[config.mk]
export PLATFORM = sky130hd
export DESIGN_NAME = load_store_unit
export DESIGN_NICKNAME = d
export VERILOG_FILES = /design/src/rtl/load_store_unit.sv
export SDC_FILE = /design/constraint.sdc
export NUM_CORES = 1
export LEC_CHECK = 0
export ABC_AREA = 1
export ABC_CLOCK_PERIOD_IN_PS = 4100
export CORE_AREA = 2 2 163 101
export CTS_CLUSTER_SIZE = 40
export DETAILED_ROUTE_END_ITERATION = 6
export DIE_AREA = 0 0 165 103
export PLACE_DENSITY = 0.81
export SLEW_MARGIN = 10
export SYNTH_ARGS = -nofsm -noshare
export SYNTH_HDL_FRONTEND = slang
export SYNTH_SLANG_ARGS = --single-unit
[constraint.sdc]
create_clock -name clk -period 4.1 [get_ports clk]
set_input_delay 0.41 -clock clk [delete_from_list [all_inputs] [get_ports clk]]
set_output_delay 0.41 -clock clk [all_outputs]
set_load 0.005 [all_outputs]
[src/rtl/load_store_unit.sv]
// load_store_unit: single-outstanding load/store initiator for the byte-addressable data memory.
// A request is checked for funct3 legality, alignment and range on acceptance; clean requests
// spend exactly one ACCESS cycle on the memory port, then every request returns one response.
//
// Handshake rule (request and response sides alike): a transfer happens on a rising edge where
// valid and ready are both high; valid, once raised, holds with a stable payload until that edge,
// and ready never depends combinationally on valid.
module load_store_unit #(
    parameter int ADDR_WIDTH = 32,
    parameter int DATA_WIDTH = 32,
    parameter int MEM_SIZE   = 64
) (
    input  logic                  clk,
    input  logic                  rst,
    input  logic                  req_valid,
    output logic                  req_ready,
    input  logic                  req_is_store,
    input  logic [2:0]            req_funct3,
    input  logic [ADDR_WIDTH-1:0] req_base,
    input  logic [ADDR_WIDTH-1:0] req_offset,
    input  logic [DATA_WIDTH-1:0] req_store_data,
    input  logic [4:0]            req_rd,
    output logic                  resp_valid,
    input  logic                  resp_ready,
    output logic [DATA_WIDTH-1:0] resp_data,
    output logic [4:0]            resp_rd,
    output logic                  resp_is_store,
    output logic [1:0]            resp_fault,
    output logic                  mem_wr_en,
    output logic                  mem_rd_en,
    output logic [3:0]            mem_write_byte_enable,
    output logic [2:0]            mem_load_type,
    output logic [ADDR_WIDTH-1:0] mem_addr,
    output logic [DATA_WIDTH-1:0] mem_wr_data,
    input  logic [DATA_WIDTH-1:0] mem_rd_data,
    output logic [1:0]            dbg_state
);

    typedef enum logic [1:0] {
        S_IDLE   = 2'd0,
        S_ACCESS = 2'd1,
        S_RESP   = 2'd2
    } state_t;

    localparam logic [1:0] FAULT_NONE  = 2'b00;
    localparam logic [1:0] FAULT_ALIGN = 2'b01;
    localparam logic [1:0] FAULT_RANGE = 2'b10;
    localparam logic [1:0] FAULT_ILL   = 2'b11;

    // Range limit widened by one bit so addr+size never wraps before the comparison.
    localparam logic [ADDR_WIDTH:0] MEM_LIMIT = (ADDR_WIDTH+1)'(MEM_SIZE);

    state_t                r_state;
    state_t                w_next_state;
    logic [ADDR_WIDTH-1:0] r_addr;
    logic [DATA_WIDTH-1:0] r_wdata;
    logic [DATA_WIDTH-1:0] r_resp_data;
    logic [4:0]            r_rd;
    logic                  r_is_store;
    logic [2:0]            r_funct3;
    logic [1:0]            r_fault;

    logic [ADDR_WIDTH-1:0] w_ea;
    logic [ADDR_WIDTH:0]   w_end;
    logic [2:0]            w_size;
    logic                  w_legal;
    logic                  w_misaligned;
    logic                  w_out_of_range;
    logic [1:0]            w_fault;
    logic                  w_accept;
    logic                  w_access;

    // Effective address wraps naturally at ADDR_WIDTH bits; the end address does not.
    assign w_ea  = req_base + req_offset;
    assign w_end = {1'b0, w_ea} + (ADDR_WIDTH+1)'(w_size);

    // Classify the incoming request: legality, access size, alignment and range.
    always_comb begin
        w_legal = 1'b0;
        w_size  = 3'd4;
        case (req_funct3[1:0])
            2'b00:   w_size = 3'd1;
            2'b01:   w_size = 3'd2;
            default: w_size = 3'd4;
        endcase
        if (req_is_store) begin
            w_legal = (req_funct3 == 3'b000) || (req_funct3 == 3'b001) || (req_funct3 == 3'b010);
        end else begin
            w_legal = (req_funct3 == 3'b000) || (req_funct3 == 3'b001) || (req_funct3 == 3'b010) ||
                      (req_funct3 == 3'b100) || (req_funct3 == 3'b101);
        end
        w_misaligned   = ((w_size == 3'd2) && w_ea[0]) || ((w_size == 3'd4) && (w_ea[1:0] != 2'b00));
        w_out_of_range = (w_end > MEM_LIMIT);
        // Illegal outranks misaligned, which outranks out-of-range.
        if (!w_legal) begin
            w_fault = FAULT_ILL;
        end else if (w_misaligned) begin
            w_fault = FAULT_ALIGN;
        end else if (w_out_of_range) begin
            w_fault = FAULT_RANGE;
        end else begin
            w_fault = FAULT_NONE;
        end
    end

    // State register; reset returns to IDLE and drops any in-flight response.
    always_ff @(posedge clk) begin
        if (rst) begin
            r_state <= S_IDLE;
        end else begin
            r_state <= w_next_state;
        end
    end

    // Next state and handshake/strobe outputs; reset forces every strobe low in its cycle.
    always_comb begin
        w_next_state = r_state;
        req_ready    = 1'b0;
        resp_valid   = 1'b0;
        w_access     = 1'b0;
        case (r_state)
            S_IDLE: begin
                req_ready = !rst;
                if (req_valid) begin
                    w_next_state = (w_fault != FAULT_NONE) ? S_RESP : S_ACCESS;
                end
            end
            S_ACCESS: begin
                w_access     = !rst;
                w_next_state = S_RESP;
            end
            S_RESP: begin
                resp_valid = !rst;
                if (resp_ready) begin
                    w_next_state = S_IDLE;
                end
            end
            default: w_next_state = S_IDLE;
        endcase
    end

    assign w_accept  = req_valid && req_ready;
    assign mem_wr_en = w_access && r_is_store;
    assign mem_rd_en = w_access && !r_is_store;

    // Byte lanes follow the store size; all lanes are off unless a store is on the port.
    always_comb begin
        mem_write_byte_enable = 4'b0000;
        if (mem_wr_en) begin
            case (r_funct3[1:0])
                2'b00:   mem_write_byte_enable = 4'b0001;
                2'b01:   mem_write_byte_enable = 4'b0011;
                default: mem_write_byte_enable = 4'b1111;
            endcase
        end
    end

    // Request capture on acceptance, and load-data capture at the end of ACCESS.
    always_ff @(posedge clk) begin
        if (rst) begin
            r_addr      <= '0;
            r_wdata     <= '0;
            r_resp_data <= '0;
            r_rd        <= '0;
            r_is_store  <= 1'b0;
            r_funct3    <= 3'b000;
            r_fault     <= FAULT_NONE;
        end else if (w_accept) begin
            r_addr      <= w_ea;
            r_wdata     <= req_store_data;
            r_resp_data <= '0;
            r_rd        <= req_rd;
            r_is_store  <= req_is_store;
            r_funct3    <= req_funct3;
            r_fault     <= w_fault;
        end else if (mem_rd_en) begin
            r_resp_data <= mem_rd_data;
        end
    end

    assign mem_addr      = r_addr;
    assign mem_wr_data   = r_wdata;
    assign mem_load_type = r_funct3;
    assign resp_data     = r_resp_data;
    assign resp_rd       = r_rd;
    assign resp_is_store = r_is_store;
    assign resp_fault    = r_fault;
    assign dbg_state     = r_state;

endmodule

==> flow_summary.yaml, run 1 <==
global_routing:
  grt_overflow_total: 0
  grt_pass1_wl_um: 34600
  antenna_found_initial: 0
  grt_max_degree: 71
  gr-usage-all-layers: 0.254
  grt_pass1_vias: 7071
sta:
  rsz0062_at_grt: "no"
  setup_tns_ns: 0
  tightest_slew_ns: 0.986
  period_share: 0.908
  setup_viol: 0
  clock-skew-final_ns: 0.0134
  final_hold_viol_count: 0
  finalMaxSlewViolations: 0
  hold_slack_ns: 0.462
  max-slew-margin-rel: 0.338
  fin_crit_ns: 3.72
  max_freq_mhz: 269
clock_tree:
  clock_latency_ns: 0.35
  cts_tree: "yes"
  ctsResizeCount: 0
  clock_sinks: 109
  numCtsBuffers: 9
  post_cts.repair.setup_buffers: 0
  clock_path_buffers: 2
  cts.htree.levels: 3
  path_clk_slew_ns: 0.07
  root_buffer: "clkbuf_16"
  cts-hold-fix-buffers: 0
placed_design:
  finalWeightedCongestion: 0.958
  numPortBuffers: 257
  dpl.hpwl_um: 17800
synthesis:
  ys_seq_elements: 109
  synth_enable_flop_cells: 0
  syn_inst: 1092
  synth_fp_nets: 1269
  yosys_most_used_dff: "dfxtp_1"
  synth.distinct_cells: 35
  yosys_warnings: 0
  ys_seq_area_frac: 0.312
  async_flop_share: 0
  avgSynthCellArea_um2: 6.40
  netlist_area_mm2: 0.00699
power_and_ir_drop:
  seqPwrFrac: 0.377
  power_mw: 3.08
  switching_share: 0.330
  p_int_mw: 2.07
  power.switching_mw: 1.02
  p_leak_nw: 4.57
  p_comb_frac: 0.322
  ir_drop_v: 0.000235
  p_per_area_mw_per_mm2: 306
  p_clk_frac: 0.301
die:
  die_w_um: 165
  die_h_um: 103
  rows: 36
  io_pins: 258
  fp.dieArea_mm2: 0.0170
  initial_utilization: 0.444
  coreArea_mm2: 0.0157
setup_path:
  cp_top_family: "simple AND/OR/NAND/NOR gates"
  max_stage_delay_ns: 0.47
  arrival_ns: 3.93
  timing.critical_path.buf_inv: 2
  crit_path_start_kind: "primary input"
  cp-end-kind: "flop"
  worstPathRequired_ns: 4.30
  cpMostUsedCell: "nand2_1"
  path_cells: "clkdlybuf4s50_1, ha_1, fa_1, xor2_1, ha_1, nand2_1, inv_1, nand2_1, nand3_1, nand2_2, nor2_4, nand3_2, nor2_4, nand3_4, nor2_8, nand2_1, nand2_1, nand2_1, nor2_1, nand2_1, nor2_2, nand3_2, nand2_1, a22oi_1"
  cp_slowest_cell: "fa_1"
  worstPathMaxFanout: 8
  crit_type: "primary input to flop"
finish:
  synthToLayoutAreaGrowth_pct: 44.3
  nets: 1514
  n_fill_cell: 1444
  multi_input_area_mm2: 0.00411
  diodes: 0
  drive_gt1_frac: 0.0574
  seq_area_mm2: 0.00218
  utilization: 0.641
routing:
  drtPass1Iterations: 7
  routed-via-count: 7899
  routed_wirelength_um: 22300
  drt-initial-drc-count: 636
  routedWlPerCell_um: 14.4
  drc: 0
  via_per_inst: 5.09
  ant_nets: 0
run:
  maxCapViolations: 0
worst_hold_path:
  hold_path.class: "flop to flop"
outcome:
  outcome: "finished, final reports clean"
==> worst reg2reg max path, delay by kind of cell (launching register included) <==
kind | cells | cell delay (ns)
buf+inv | 3 | 1.30
flops | 1 | 0.46
compound gates | 1 | 0.42
simple gates | 3 | 0.31
==> metal layers <==
metal  wire (µm)  track usage
met1       10500        0.367
met5           0            0
met4         224       0.0468
met3        2300       0.0788
met2        9270        0.373
==> through the flow <==
| step | instances | area [µm²] | setup slack [ns] |
|---|---|---|---|
| after CTS | 1551 | 10100 | 0.416 |
| after global routing | 1551 | 10100 | 0.0842 |
| after global placement | 1535 | 9760 | 0.165 |
| final | 1551 | 10100 | 0.377 |
| after floorplan | 1092 | 6990 | 0.887 |
| after detailed placement | 1535 | 9760 | 0.0655 |
==> power by group through the flow <==
stage          Sequential (mW)  Combinational [mW]  Clock (mW)
2_1_floorplan             1.19               0.539           0
3_3_place_gp              1.18               0.970           0
3_5_place_dp              1.18               0.977           0
4_1_cts                   1.16               0.983       0.953
5_1_grt                   1.17                1.10        1.00
6_report                  1.16               0.993       0.929
==> state kept, by name (all words and copies together), names as in the netlist <==
signal and flops:
resp_is_store 1, mem_wr_data 32, resp_data 32, resp_rd 5, mem_load_type 3, mem_addr 32, dbg_state 2, resp_fault 2
==> Yosys cell counts (2+ instances only) <==
master    instances  area share
a21oi_1          58       0.042
a22o_1           41       0.051
a22oi_1           2      0.0021
a31oi_1           3      0.0027
buf_4             2      0.0021
clkbuf_1         27       0.015
clkinv_1          3      0.0016
dfxtp_1         109        0.31
fa_1              2      0.0057
ha_1             34       0.061
inv_1           143       0.077
inv_2             8      0.0043
nand2_1         350        0.19
nand2_2          21       0.019
nand3_1          68       0.049
nand3_2           4      0.0057
nand3b_1          5      0.0054
nand4_1          18       0.016
nor2_1           79       0.042
nor2_2           11      0.0099
nor2_4            3      0.0048
nor3_1            9      0.0064
o21ai_0          75       0.054
o22ai_1           3      0.0027
xor2_1            4      0.0050
==> final cells by class <==
| class | instances | area share |
|---|---|---|
| Inverter | 154 | 0.0573 |
| Multi-Input combinational cell | 799 | 0.407 |
| Clock inverter | 7 | 0.0102 |
| Clock buffer | 9 | 0.0223 |
| Tap cell | 209 | 0.0259 |
| Timing Repair Buffer | 264 | 0.260 |
| Sequential cell | 109 | 0.216 |
==> path summary, 6_finish.rpt <==
kind | from | cells after the start | endpoint | slack [ns]
max | req_base[0] | 24 | resp_fault[1] | 0.38
min | mem_addr[23] | 2 | mem_addr[23] | 0.46
max reg2reg | dbg_state[0] | 7 | resp_is_store | 1.53
min reg2reg | mem_addr[23] | 2 | mem_addr[23] | 0.46
==> cells by family after synthesis <==
family | count (synthesis) | share of synthesized area
AOI/OAI and AO/OA | 184 | 0.156
xor gates and xnor gates | 4 | 0.00501
adders and majority gates | 36 | 0.0666
buffers and inverters | 184 | 0.101
DFF | 109 | 0.312
and+or+nand+nor | 575 | 0.359
==> cell usage in the layout (no fill, tap or decap), drive strengths merged, types with 7 or more instances in the layout <==
master / instances
o21ai: 75
a21oi: 58
nand3: 73
buf: 7
clkdlybuf4s50: 257
a22o: 41
nor3: 9
nand4: 19
inv: 154
nor2: 94
clkbuf: 9
ha: 34
nand2: 372
dfxtp: 109
Note: power is estimated with default switching activity, not from simulation.
==> inputs of run 2 (changes only) <==
Settings changed: GPL_TIMING_DRIVEN from default to 0.
==> flow_summary.yaml, run 2 (synthesis results as in run 1) <==
placed_design:
  dpl.hpwl_um: 18800
  dpl_cell_area_mm2: 0.00982
  finalWeightedCongestion: 0.991
  numPortBuffers: 257
power_and_ir_drop:
  p_leak_nw: 4.56
  p_per_area_mw_per_mm2: 299
  ir_drop_v: 0.000207
setup_path:
  crit_type: "primary input to flop"
  arrival_ns: 3.95
  cp-end-kind: "flop"
  r2r_start: "dbg_state[0]"
  worstPathMaxFanout: 4
  worstPathRequired_ns: 4.29
  crit_start: "req_base[0]"
  crit_path_start_kind: "primary input"
sta:
  setup_tns_ns: 0
  period_share: 0.916
  max-slew-margin-rel: 0.521
  finalMaxSlewViolations: 0
  setup_viol: 0
  rsz0062_at_grt: "no"
  max_freq_mhz: 266
  clock-skew-final_ns: 0.00856
  fin_crit_ns: 3.76
  tightest_slew_ns: 0.715
  final_hold_viol_count: 0
worst_hold_path:
  worstHoldStart: "mem_addr[17]"
  hold_path.class: "flop to flop"
clock_tree:
  clock_sinks: 109
  cts_tree: "yes"
  ctsResizeCount: 0
  cts-hold-fix-buffers: 0
  numCtsBuffers: 9
  clock_path_buffers: 2
  cts.htree.levels: 3
  clock_latency_ns: 0.34
  root_buffer: "clkbuf_16"
  post_cts.repair.setup_buffers: 0
  path_clk_slew_ns: 0.07
finish:
  diodes: 0
  layout_commonest_cell: "nand2_1"
  most-common-layout-cells: "nand2_1 (350), clkdlybuf4s50_1 (257), inv_1 (143)"
  nets: 1537
  drive_gt1_frac: 0.0527
  synthToLayoutAreaGrowth_pct: 44.9
  fin_area_mm2: 0.0101
global_routing:
  grt_overflow_total: 0
  grt_max_degree: 22
  antenna_found_initial: 0
  busiest_layer: "met2"
  grt_pass1_vias: 7338
  use_met2: 0.398
  use_met3: 0.0833
  gr-usage-all-layers: 0.261
  grt_pass1_wl_um: 35600
  grtUsageMet1: 0.370
routing:
  ant_nets: 0
  via_per_inst: 5.08
  drt-initial-drc-count: 690
  drtPass1Iterations: 7
  routed-via-count: 7989
  routed_wirelength_um: 22800
  drc: 7
  routedWlPerCell_um: 14.5
die:
  die_h_um: 103
  fp.dieArea_mm2: 0.0170
  rows: 36
  coreArea_mm2: 0.0157
  die_w_um: 165
  initial_utilization: 0.444
  io_pins: 258
run:
  maxCapViolations: 0
outcome:
  violations: "design-rule violations"
  outcome: "finished with violations"
run 2: cell count changes in the layout (fill, tap and decap cells not counted), sizes merged:
cell	change
clkinv	-2
bufinv	-1
inv	+1
buf	-4
clkbuf	+27
clkinvlp	+2
run 2: path summary, 6_finish.rpt:
check | to | slack, ns | depth (start not counted)
setup reg to reg | resp_data[25] | 1.22 | 7
hold / removal | mem_addr[17] | 0.46 | 2
hold reg to reg | mem_addr[17] | 0.46 | 2
setup / recovery | resp_fault[1] | 0.34 | 22
run 2: per-stage QoR:
stage           util  worst slack, ns  total power, mW  cells  hold slack, ns
2_1_floorplan      -            0.887             1.73   1092           0.452
3_3_place_gp   0.625           0.0255             2.15   1558           0.440
3_5_place_dp   0.625          -0.0867             2.17   1558           0.449
4_1_cts        0.644            0.245             3.04   1574           0.467
5_1_grt        0.644           0.0265             3.21   1574           0.490
6_report       0.644            0.344             3.03   1574           0.464
run 2: critical path, cell delays in order:
cell	delay, ns
clkdlybuf4s50_1	0.44
ha_1	0.29
fa_2	0.41
xor2_1	0.20
ha_1	0.36
nand2_1	0.07
nand2_1	0.10
nand3_1	0.11
nor2_1	0.15
nand3_1	0.12
nor2_1	0.18
nand3_1	0.18
nor2_4	0.17
nand3_1	0.09
nand2_1	0.07
nand2_1	0.05
inv_1	0.05
nand2_1	0.04
nor2_1	0.18
nand3_2	0.12
nand2_1	0.09
a22oi_1	0.07
run 2: final cells by class:
type	instances	area [µm²]
fillers	1482	5590
well taps	209	262
flip-flops and latches	109	2180
repair buffers	257	2570
multi-input cells	799	4110
plain buffers	30	128
clock buffers	9	225
inverters	154	578
clock inverters	7	73.8
run 2: layer usage:
metal  vias to the layer above  wire, µm
met5                         -         0
met4                         0       131
met3                        14      2230
met2                       306      9530
met1                      3615     11000
li1                       4054         -
run 2: report_power, final:
group | internal (mW) | switching [mW] | total [mW]
combinational | 0.447 | 0.548 | 0.996
sequential | 1.13 | 0.0405 | 1.17
clock | 0.433 | 0.436 | 0.869
==> inputs of run 3 (changes only) <==
Settings changed: CAP_MARGIN from default to 0.
==> results of run 3 <==
No change in the layout: final DEF, timing and power equal those of run 2.
